**config.mk**
```make
export PLATFORM = sky130hd
export DESIGN_NAME = sum_operand_recover_seq
export DESIGN_NICKNAME = d
export VERILOG_FILES = /design/src/rtl/sum_operand_recover_seq.sv
export SDC_FILE = /design/constraint.sdc
export NUM_CORES = 1
export LEC_CHECK = 0
export ABC_AREA = 1
export CAP_MARGIN = 20
export CORE_AREA = 4 4 76 78
export CTS_BUF_LIST = sky130_fd_sc_hd__clkbuf_8
export DETAILED_ROUTE_END_ITERATION = 10
export DIE_AREA = 0 0 80 82
export PLACE_DENSITY = 0.75
export RECOVER_POWER = 25
export SETUP_SLACK_MARGIN = 0.4
export SYNTH_ARGS = -nofsm -noshare
export SYNTH_HDL_FRONTEND = slang
export SYNTH_SLANG_ARGS = --single-unit
```
**constraint.sdc**
```tcl
create_clock -name clk -period 1.9 [get_ports clk]
set_input_delay 0.57 -clock clk [delete_from_list [all_inputs] [get_ports clk]]
set_output_delay 0.57 -clock clk [all_outputs]
set_load 0.01 [all_outputs]
```
**src/rtl/sum_operand_recover_seq.sv**
```systemverilog
// Sequential recovery of operand B = S - A from a WIDTH+1-bit sum and operand A,
// DIGIT bits per cycle, LSB first, with a registered borrow and a range flag.
module sum_operand_recover_seq #(
  parameter int unsigned WIDTH = 12,
  parameter int unsigned DIGIT = 2
) (
  input  logic             clk,
  input  logic             rst_n,
  input  logic             in_valid,
  output logic             in_ready,
  input  logic [WIDTH:0]   in_sum,
  input  logic [WIDTH-1:0] in_opa,
  output logic             out_valid,
  input  logic             out_ready,
  output logic [WIDTH-1:0] out_opb,
  output logic             out_err
);

  localparam int unsigned N     = WIDTH / DIGIT;
  localparam int unsigned StepW = (N > 1) ? $clog2(N) : 1;
  localparam logic [StepW-1:0] LastStep = StepW'(N - 1);

  if ((WIDTH % DIGIT) != 0) begin : g_bad_digit
    $error("WIDTH must be a multiple of DIGIT");
  end

  typedef enum logic [1:0] {StIdle, StRun, StDone} state_e;

  state_e state_q, state_d;

  logic [WIDTH-1:0] sum_lo_q, sum_lo_d;
  logic [WIDTH-1:0] opa_q, opa_d;
  logic [WIDTH-1:0] work_q, work_d;
  logic [WIDTH-1:0] opb_q, opb_d;
  logic             sum_msb_q, sum_msb_d;
  logic             borrow_q, borrow_d;
  logic             err_q, err_d;
  logic [StepW-1:0] step_q, step_d;
  logic [DIGIT:0]   diff;

  // State register
  always_ff @(posedge clk or negedge rst_n) begin
    if (!rst_n) begin
      state_q <= StIdle;
    end else begin
      state_q <= state_d;
    end
  end

  // Next-state logic
  always_comb begin
    state_d = state_q;
    unique case (state_q)
      StIdle:  if (in_valid) state_d = StRun;
      StRun:   if (step_q == LastStep) state_d = StDone;
      StDone:  if (out_ready) state_d = StIdle;
      default: state_d = StIdle;
    endcase
  end

  // Outputs are pure register decodes; no input-to-output path
  always_comb begin
    in_ready  = (state_q == StIdle);
    out_valid = (state_q == StDone);
    out_opb   = opb_q;
    out_err   = err_q;
  end

  // Operands shift right each step so the active digit is always at bit 0;
  // result digits enter at the top of work_q and reach their place after N steps.
  always_comb begin
    diff      = {1'b0, sum_lo_q[DIGIT-1:0]} - {1'b0, opa_q[DIGIT-1:0]}
                - (DIGIT+1)'(borrow_q);
    sum_lo_d  = sum_lo_q;
    sum_msb_d = sum_msb_q;
    opa_d     = opa_q;
    work_d    = work_q;
    borrow_d  = borrow_q;
    step_d    = step_q;
    opb_d     = opb_q;
    err_d     = err_q;
    if (state_q == StIdle && in_valid) begin
      sum_lo_d  = in_sum[WIDTH-1:0];
      sum_msb_d = in_sum[WIDTH];
      opa_d     = in_opa;
      work_d    = '0;
      borrow_d  = 1'b0;
      step_d    = '0;
    end else if (state_q == StRun) begin
      sum_lo_d = sum_lo_q >> DIGIT;
      opa_d    = opa_q >> DIGIT;
      work_d   = (work_q >> DIGIT) | (WIDTH'(diff[DIGIT-1:0]) << (WIDTH - DIGIT));
      borrow_d = diff[DIGIT];
      step_d   = step_q + 1'b1;
      if (step_q == LastStep) begin
        opb_d = work_d;
        // S[WIDTH] - borrow is nonzero exactly when the two bits differ
        err_d = sum_msb_q ^ diff[DIGIT];
      end
    end
  end

  always_ff @(posedge clk or negedge rst_n) begin
    if (!rst_n) begin
      sum_lo_q  <= '0;
      sum_msb_q <= 1'b0;
      opa_q     <= '0;
      work_q    <= '0;
      borrow_q  <= 1'b0;
      step_q    <= '0;
      opb_q     <= '0;
      err_q     <= 1'b0;
    end else begin
      sum_lo_q  <= sum_lo_d;
      sum_msb_q <= sum_msb_d;
      opa_q     <= opa_d;
      work_q    <= work_d;
      borrow_q  <= borrow_d;
      step_q    <= step_d;
      opb_q     <= opb_d;
      err_q     <= err_d;
    end
  end

endmodule

```
* Word-level counts from Yosys, hierarchy flattened *
Index checks and enable logic that the tools add are counted.

operators by class
  mux-type cells = 14
  equal/unequal tests = 6
  reductions and logical operators = 5
  add/sub/neg operators = 3
  bitwise gates (word level) = 3

operators by type and width
  cell                                                                      number
  12-bit 2-to-1 mux                                                         6
  10-bit by 12-bit OR with 12-bit output                                    1
  2-bit 2-to-1 mux                                                          3
  3-bit 2-to-1 mux                                                          2
  2-bit case mux with 3 select lines                                        1
  3-bit AND reduction                                                       2
  2-bit by 1-bit inequality test with 1-bit output (second input constant)  2
  3-bit by 1-bit adder with 3-bit output (second input constant)            1
  3-bit == test (second input constant)                                     1
  2-bit by 2-bit subtractor with 3-bit output                               1
  3-bit by 1-bit subtractor with 3-bit output                               1
  2-bit by 1-bit == test with 1-bit output (second input constant)          1
  2-bit == test (second input constant)                                     1
  2-bit zero test                                                           1
  1-bit 2-to-1 mux                                                          2
  2-bit inequality test (second input constant)                             1
  2-bit nonzero test                                                        1
  1-bit logical AND                                                         1
  1-bit NOT                                                                 1
  1-bit XOR                                                                 1

word-level totals
  output and inout bits = 15
  register bits = 56
  word-level logic and storage cells = 40
  input port bits = 29

* Depth between registers and ports, before layout *
Gate-level depths: netlist (run 1).

  depth after elaboration = 5
  mapped depth = 11
  mapped depth without buffers = 11

* Worst setup path after synthesis (run 1) *
OpenSTA, ideal clock, no wires.

  path type = reg2reg
  start point = register sum_lo_q[0]
  end point = register work_q[11]
  path slack = 15 ps
  data required time = 1817 ps
  setup time = 83 ps
  path buffers = 0
  cell stages (with the launch flop) = 7
  arrival time = 1803 ps
  clock period less this slack = 1885 ps
  path through = dfrtp_1 fa_1 inv_1 ha_1 nor2_1 fa_1 o21ai_0

on the way
  cells in the longest elaborated chain, start to end = 5

ends and longest elaborated chain
  item                                         line  RTL
  start, declared                              31    logic [WIDTH-1:0] sum_lo_q, sum_lo_d;
  start signal, assigned                       114   sum_lo_q <= sum_lo_d;
  2-bit by 2-bit subtractor with 3-bit output  72    diff = {1'b0, sum_lo_q[DIGIT-1:0]} - {1'b0, opa_q[DIGIT-1:0]}
  3-bit by 1-bit subtractor with 3-bit output  73    - (DIGIT+1)'(borrow_q);
  10-bit by 12-bit OR with 12-bit output       92    work_d = (work_q >> DIGIT) | (WIDTH'(diff[DIGIT-1:0]) << (WIDTH - DIGIT));
  12-bit 2-to-1 mux                            89    end else if (state_q == StRun) begin
  12-bit 2-to-1 mux                            82    if (state_q == StIdle && in_valid) begin
  end signal, assigned                         117   work_q <= work_d;
  end, declared                                33    logic [WIDTH-1:0] work_q, work_d;

No other way between the ends. The select of a mux whose other input is x is not followed.
A chain may end at the register's enable or synchronous reset.

* Worst setup path after layout (run 1) *
  start point = register borrow_q
  end point = register opb_q[11], in the netlist out_opb[11]

on the way
  cells in the longest elaborated chain, start to end = 2

ends and longest elaborated chain
  item                                         line  RTL
  start, declared                              36    logic borrow_q, borrow_d;
  start signal, assigned                       118   borrow_q <= borrow_d;
  3-bit by 1-bit subtractor with 3-bit output  73
  10-bit by 12-bit OR with 12-bit output       92
  end signal, assigned                         120   opb_q <= opb_d;
  end, declared                                34    logic [WIDTH-1:0] opb_q, opb_d;

No other way between the ends.

==> flow_metrics.py, run 1 <==
metrics = {
    "status": {
        "status": "complete, but fails checks",
        "violations": "negative setup slack",
    },
    "synthesis": {
        "synth_nets": 316,
        "synth_top_area_share": 0.571,
        "ys_seq_area_frac": 0.571,
        "synthTopCellsByArea": "dfrtp_1 (57%), nand2_1 (22%), nand3_1 (9.5%), inv_1 (2.2%), ha_1 (2.1%)",
        "ys_seq_elements": 54,
        "synth_area_per_cell_um2": 8.43,
        "syn_inst": 281,
        "async_reset_ff_frac": 1.00,
        "synth_cell_types": 15,
        "synth_top_cell_by_area": "dfrtp_1",
        "ys_dominant_reg_cell": "dfrtp_1",
        "synth_most_common_cell": "nand2_1",
        "synth_area_um2": 2370,
        "synth_edf_count": 0,
        "synth_common_cells": "nand2_1 (137), dfrtp_1 (54), nand3_1 (45)",
        "yosys_warnings": 0,
    },
    "placed_design": {
        "gp_congestion": 0.761,
        "pre_cts_ws_ns": -0.0864,
        "numPortBuffers": 43,
        "dp_hpwl_um": 3280,
    },
    "floorplan": {
        "design.core.area_um2": 5070,
        "dieArea_um2": 6560,
        "rows": 26,
        "start_util": 0.467,
        "ioPinCount": 44,
        "die_y_um": 82,
        "die-width_um": 80,
    },
    "finish": {
        "n_antenna_cell": 0,
        "nets": 371,
        "area_growth_pct": 29.6,
        "multi_input_area_um2": 932,
        "drive_gt1_frac": 0.179,
        "fill_cells": 465,
        "regArea_um2": 1350,
    },
    "power_and_ir_drop": {
        "p_switching_uw": 1790,
        "power_switching_share": 0.377,
        "p_int_uw": 2950,
        "p_comb_frac": 0.433,
        "vdd_drop_max_uv": 680,
        "pwr-share-seq": 0.404,
        "power_frac_clock": 0.163,
        "p_leak_uw": 0.00159,
        "pwr_density_cell_nw_per_um2": 1540,
        "power_uw": 4730,
    },
    "cts": {
        "postCtsHoldBufs": 0,
        "clock-sinks": 54,
        "clkLatencyLatePin_ns": 0.30,
        "cts_buffers": 5,
        "h-tree-depth": 2,
        "cts.clk_slew.worst_paths_ns": 0.09,
        "cts_tree": "built",
        "cts_root_buf": "clkbuf_8",
        "cts_buffer_depth": 2,
    },
    "drt": {
        "firstDrtPassIters": 4,
        "post_drt_via_cell_ratio": 4.73,
        "drt_iter0_drc": 121,
        "vias": 1921,
        "drtAntennaViolNets": 0,
        "wl_per_cell_um": 11.8,
        "wirelength_um": 4780,
        "drc": 0,
    },
    "timing": {
        "fin_tns_setup_ns": -0.166,
        "hold_viol_final": 0,
        "layout_setup_ws_ns": -0.0871,
        "max_freq_mhz": 503,
        "max_slew_margin": 0.139,
        "finClkSkew_ns": 0.00549,
        "fin_crit_sh": 1.05,
        "rsz0062_at_grt": "yes",
        "setup_viol": 3,
        "drv_slew": 0,
        "finalWorstPathRequiredPeriod_ns": 1.99,
        "max_slew.worst_pin.slew_ns": 1.29,
        "whs_ns": 0.474,
    },
    "global_routing": {
        "antenna_found_initial": 0,
        "grt_pass1_wl_um": 8200,
        "grt_pass1_vias": 1827,
        "grt_use_total": 0.161,
        "grt.overflow.total": 0,
        "grt_max_degree": 55,
    },
    "worst_setup_path": {
        "worstSetupStartpointType": "register",
        "crit_fanout": 2,
        "cp.arrival_ns": 2.23,
        "required_ns": 2.15,
        "endpoint_kind": "register",
        "worstSetupPathType": "reg2reg",
    },
    "hold_path": {
        "hold_path.class": "reg2reg",
    },
    "job": {
        "cap_violations": 0,
    },
}
-- worst paths after layout --
check / start / slack [ns] / endpoint / depth (start not counted)
worst max register to register: borrow_q / -0.09 / out_opb[11] / 9
min in group asynchronous: rst_n / 0.62 / opa_q[0] / 2
max in group asynchronous: rst_n / 0.40 / state_q[0] / 2
worst max-delay path: borrow_q / -0.09 / out_opb[11] / 9
worst min-delay path: out_opb[2] / 0.47 / out_opb[2] / 2
worst min register to register: out_opb[2] / 0.47 / out_opb[2] / 2
-- state kept, by name, summed over array words and instances (netlist names) --
register,flops
state_q,2
borrow_q,1
out_opb,12
sum_msb_q,1
step_q,3
out_err,1
opa_q,12
work_q,10
sum_lo_q,12
-- critical path, stage by stage (launching register included) --
cell and delay (ns):
dfrtp_1 0.37, inv_2 0.05, fa_1 0.56, inv_1 0.05
ha_2 0.18, nor2_4 0.11, fa_2 0.45, inv_2 0.06
nand2_2 0.04, nand2_1 0.06
-- per-layer routing --
layer	vias up	wire length, um	GRT usage
met5	-	0	0
met2	40	2300	0.270
met4	0	63	0.0507
li1	987	-	-
met1	887	2180	0.204
met3	7	242	0.0439
-- through the flow --
| stage | instances | utilization | area (um2) |
|---|---|---|---|
| finish | 406 | 0.605 | 3070 |
| global route | 406 | 0.605 | 3070 |
| CTS | 398 | 0.599 | 3040 |
| detailed placement | 388 | 0.574 | 2910 |
| global placement | 388 | 0.574 | 2910 |
| floorplan | 281 | - | 2370 |
-- cell families (layout without fill, tap and decap cells) --
kind of cell	count (synthesis)	after routing	share of synthesized area
simple gates	187	187	0.323
compound gates	6	6	0.0137
flops	54	54	0.571
fa+ha+maj	6	6	0.0380
buf+inv	28	83	0.0544
-- layout by cell type (no fill, tap or decap), types with 3 or more instances in the layout --
master             n
nand2_1          134
clkbuf_8           6
clkdlybuf4s50_1   27
nand2_2            3
inv_1              8
buf_4             16
inv_2              5
buf_2             12
clkbuf_2           3
o21ai_0            3
nor2_4             4
nand3_1           45
dfrtp_1           53
-- timing repair --
action                     CTS  global route
pin swaps                    7             5
setup endpoints to repair   21            44
resized for setup           50            27
setup buffers                3             8
-- power groups by stage --
stage                     clock network (uW)  registers, uW  logic (uW)
final                                    771           1910        2050
after global routing                     845           1970        2340
after CTS                                798           1900        1930
after detailed placement                   0           1920        1920
after global placement                     0           1900        1850
after floorplan                            0           1920        1170
-- cell type report --
| type | count | share of cell area |
|---|---|---|
| Timing Repair Buffer | 62 | 0.172 |
| Multi-Input combinational cell | 199 | 0.304 |
| Sequential cell | 54 | 0.441 |
| Inverter | 14 | 0.0183 |
| Clock inverter | 1 | 0.00978 |
| Clock buffer | 6 | 0.0269 |
| Tap cell | 70 | 0.0285 |
Note: power is estimated with default switching activity, not from simulation.
==> inputs of run 2 (changes only) <==
GPL_TIMING_DRIVEN = 0   (was unset)
HOLD_SLACK_MARGIN = 0.15   (was unset)
==> flow_metrics.py, run 2 (synthesized netlist as in run 1, its figures left out) <==
metrics = {
    "status": {
        "status": "complete, but fails checks",
        "violations": "negative setup slack",
    },
    "timing": {
        "finalWorstPathRequiredPeriod_ns": 2.02,
        "max_freq_mhz": 495,
        "layout_setup_ws_ns": -0.121,
        "max_slew_margin": 0.115,
        "setup_viol": 3,
        "max_slew.worst_pin.slew_ns": 1.33,
        "finClkSkew_ns": 0.00769,
        "fin_tns_setup_ns": -0.284,
        "fin_crit_sh": 1.06,
        "hold_viol_final": 0,
        "rsz0062_at_grt": "yes",
        "drv_slew": 0,
    },
    "drt": {
        "top_layer_used": "met4",
        "drc": 0,
        "wl_met3_um": 224,
        "drtAntennaViolNets": 0,
        "vias": 1961,
        "wl_per_cell_um": 11.7,
        "post_drt_via_cell_ratio": 4.69,
        "met2_length_um": 2330,
        "firstDrtPassIters": 5,
        "wl_met1_um": 2250,
        "drt_iter0_drc": 105,
        "wirelength_um": 4880,
    },
    "floorplan": {
        "design.core.area_um2": 5070,
        "die-width_um": 80,
        "rows": 26,
        "die_y_um": 82,
        "dieArea_um2": 6560,
        "ioPinCount": 44,
        "start_util": 0.467,
    },
    "worst_setup_path": {
        "cpMostUsedCell": "inv_2",
        "worstSetupStartpointType": "register",
        "regToRegStartpoint": "borrow_q",
        "crit_chain": "inv_2, fa_1, ha_2, nor2_4, fa_2, inv_2, nand2_2, nand2_1",
        "endpoint_kind": "register",
        "cp.arrival_ns": 2.21,
        "required_ns": 2.09,
        "crit_start": "borrow_q",
        "worstSetupPathType": "reg2reg",
        "crit_fanout": 2,
        "cp_slowest_cell": "fa_1",
        "slowest_delay_ns": 0.57,
    },
    "hold_path": {
        "worstHoldStart": "out_opb[11]",
        "hold_path.class": "reg2reg",
    },
    "placed_design": {
        "placed_cells": 394,
        "dp_hpwl_um": 3420,
        "numPortBuffers": 42,
        "place_area_um2": 2900,
        "gp_congestion": 0.830,
    },
    "finish": {
        "layout_commonest_cell": "nand2_1",
        "drive_gt1_frac": 0.190,
        "fill_cells": 473,
        "design_area_um2": 3080,
        "n_antenna_cell": 0,
        "regArea_um2": 1350,
        "nets": 383,
        "multi_input_area_um2": 935,
        "final_cell_mix": "nand2_1 (135), dfrtp_1 (53), nand3_1 (45)",
        "layout.cells.non_filler": 418,
        "area_growth_pct": 30.1,
        "final_util": 0.607,
    },
    "global_routing": {
        "grt_use_total": 0.160,
        "grt_max_degree": 30,
        "grt_pass1_vias": 1850,
        "antenna_found_initial": 0,
        "grt_pass1_wl_um": 8170,
        "grt.overflow.total": 0,
    },
    "power_and_ir_drop": {
        "vdd_drop_max_uv": 666,
        "p_leak_uw": 0.00161,
        "p_int_uw": 2820,
        "p_switching_uw": 1810,
        "p_comb_frac": 0.458,
        "pwr-share-seq": 0.413,
        "power_switching_share": 0.392,
        "power_frac_clock": 0.129,
        "pwr_density_cell_nw_per_um2": 1500,
    },
    "cts": {
        "cts_root_buf": "clkbuf_8",
        "postCtsHoldBufs": 0,
        "cts_tree": "built",
        "cts.clk_slew.worst_paths_ns": 0.08,
        "h-tree-depth": 2,
        "cts_buffer_depth": 2,
        "clock-sinks": 54,
        "clkLatencyLatePin_ns": 0.30,
        "cts_buffers": 5,
    },
    "job": {
        "cap_violations": 0,
    },
}
[run 2: cell count changes in the layout (fill, tap and decap cells not counted), sizes merged]
cell           delta
clkbuf            +7
bufinv            -1
clkdlybuf4s50     -1
buf               +5
inv               +2
[run 2: routing by layer]
metal  GRT usage  up-vias
met5           0        -
met4      0.0439        0
met3      0.0340        7
met2       0.268       45
met1       0.212      898
li1            -     1011
[run 2: timing repair]
action / in CTS / in global routing
setup endpoints to repair: 21 / 22
gates resized for setup: 48 / 28
pin swaps: 4 / 7
buffers inserted: 9 / 8
[run 2: cell type report]
class,instances,share of cell area
Tap cell,70,0.0284
Clock buffer,5,0.0223
Inverter,14,0.0171
Timing Repair Buffer,60,0.159
Sequential cell,54,0.439
Clock inverter,2,0.00366
Buffer,14,0.0268
Multi-Input combinational cell,199,0.303
[run 2: power groups by stage]
stage                     Combinational, uW  Clock, uW  Sequential (uW)
after floorplan                        1170          0             1920
after global placement                 1790          0             1910
after detailed placement               1850          0             1920
after CTS                              1960        619             1900
after global routing                   2430        663             1970
final                                  2120        597             1910
[run 2: worst paths after layout]
check	to	slack (ns)	cells after the start
min	out_opb[11]	0.47	2
max reg2reg	out_opb[11]	-0.12	8
min in group asynchronous	out_opb[9]	0.54	1
min reg2reg	out_opb[11]	0.47	2
max	out_opb[11]	-0.12	8
max in group asynchronous	state_q[0]	0.19	2
[run 2: per-stage QoR]
step           power, uW  setup WS, ns  hold WS (ns)
6_report            4630        -0.121         0.474
5_1_grt             5060        -0.201         0.511
4_1_cts             4480       -0.0573         0.276
3_5_place_dp        3770        -0.284         0.459
3_3_place_gp        3700         -1.35         0.454
2_1_floorplan       3090        0.0214         0.274
[run 2: critical path, delay by kind of cell, from the launching register on]
family                     cells  cell delay (ns)
buffers and inverters          2             0.09
adders and majority gates      3             1.31
DFF                            1             0.38
and+or+nand+nor                3             0.13
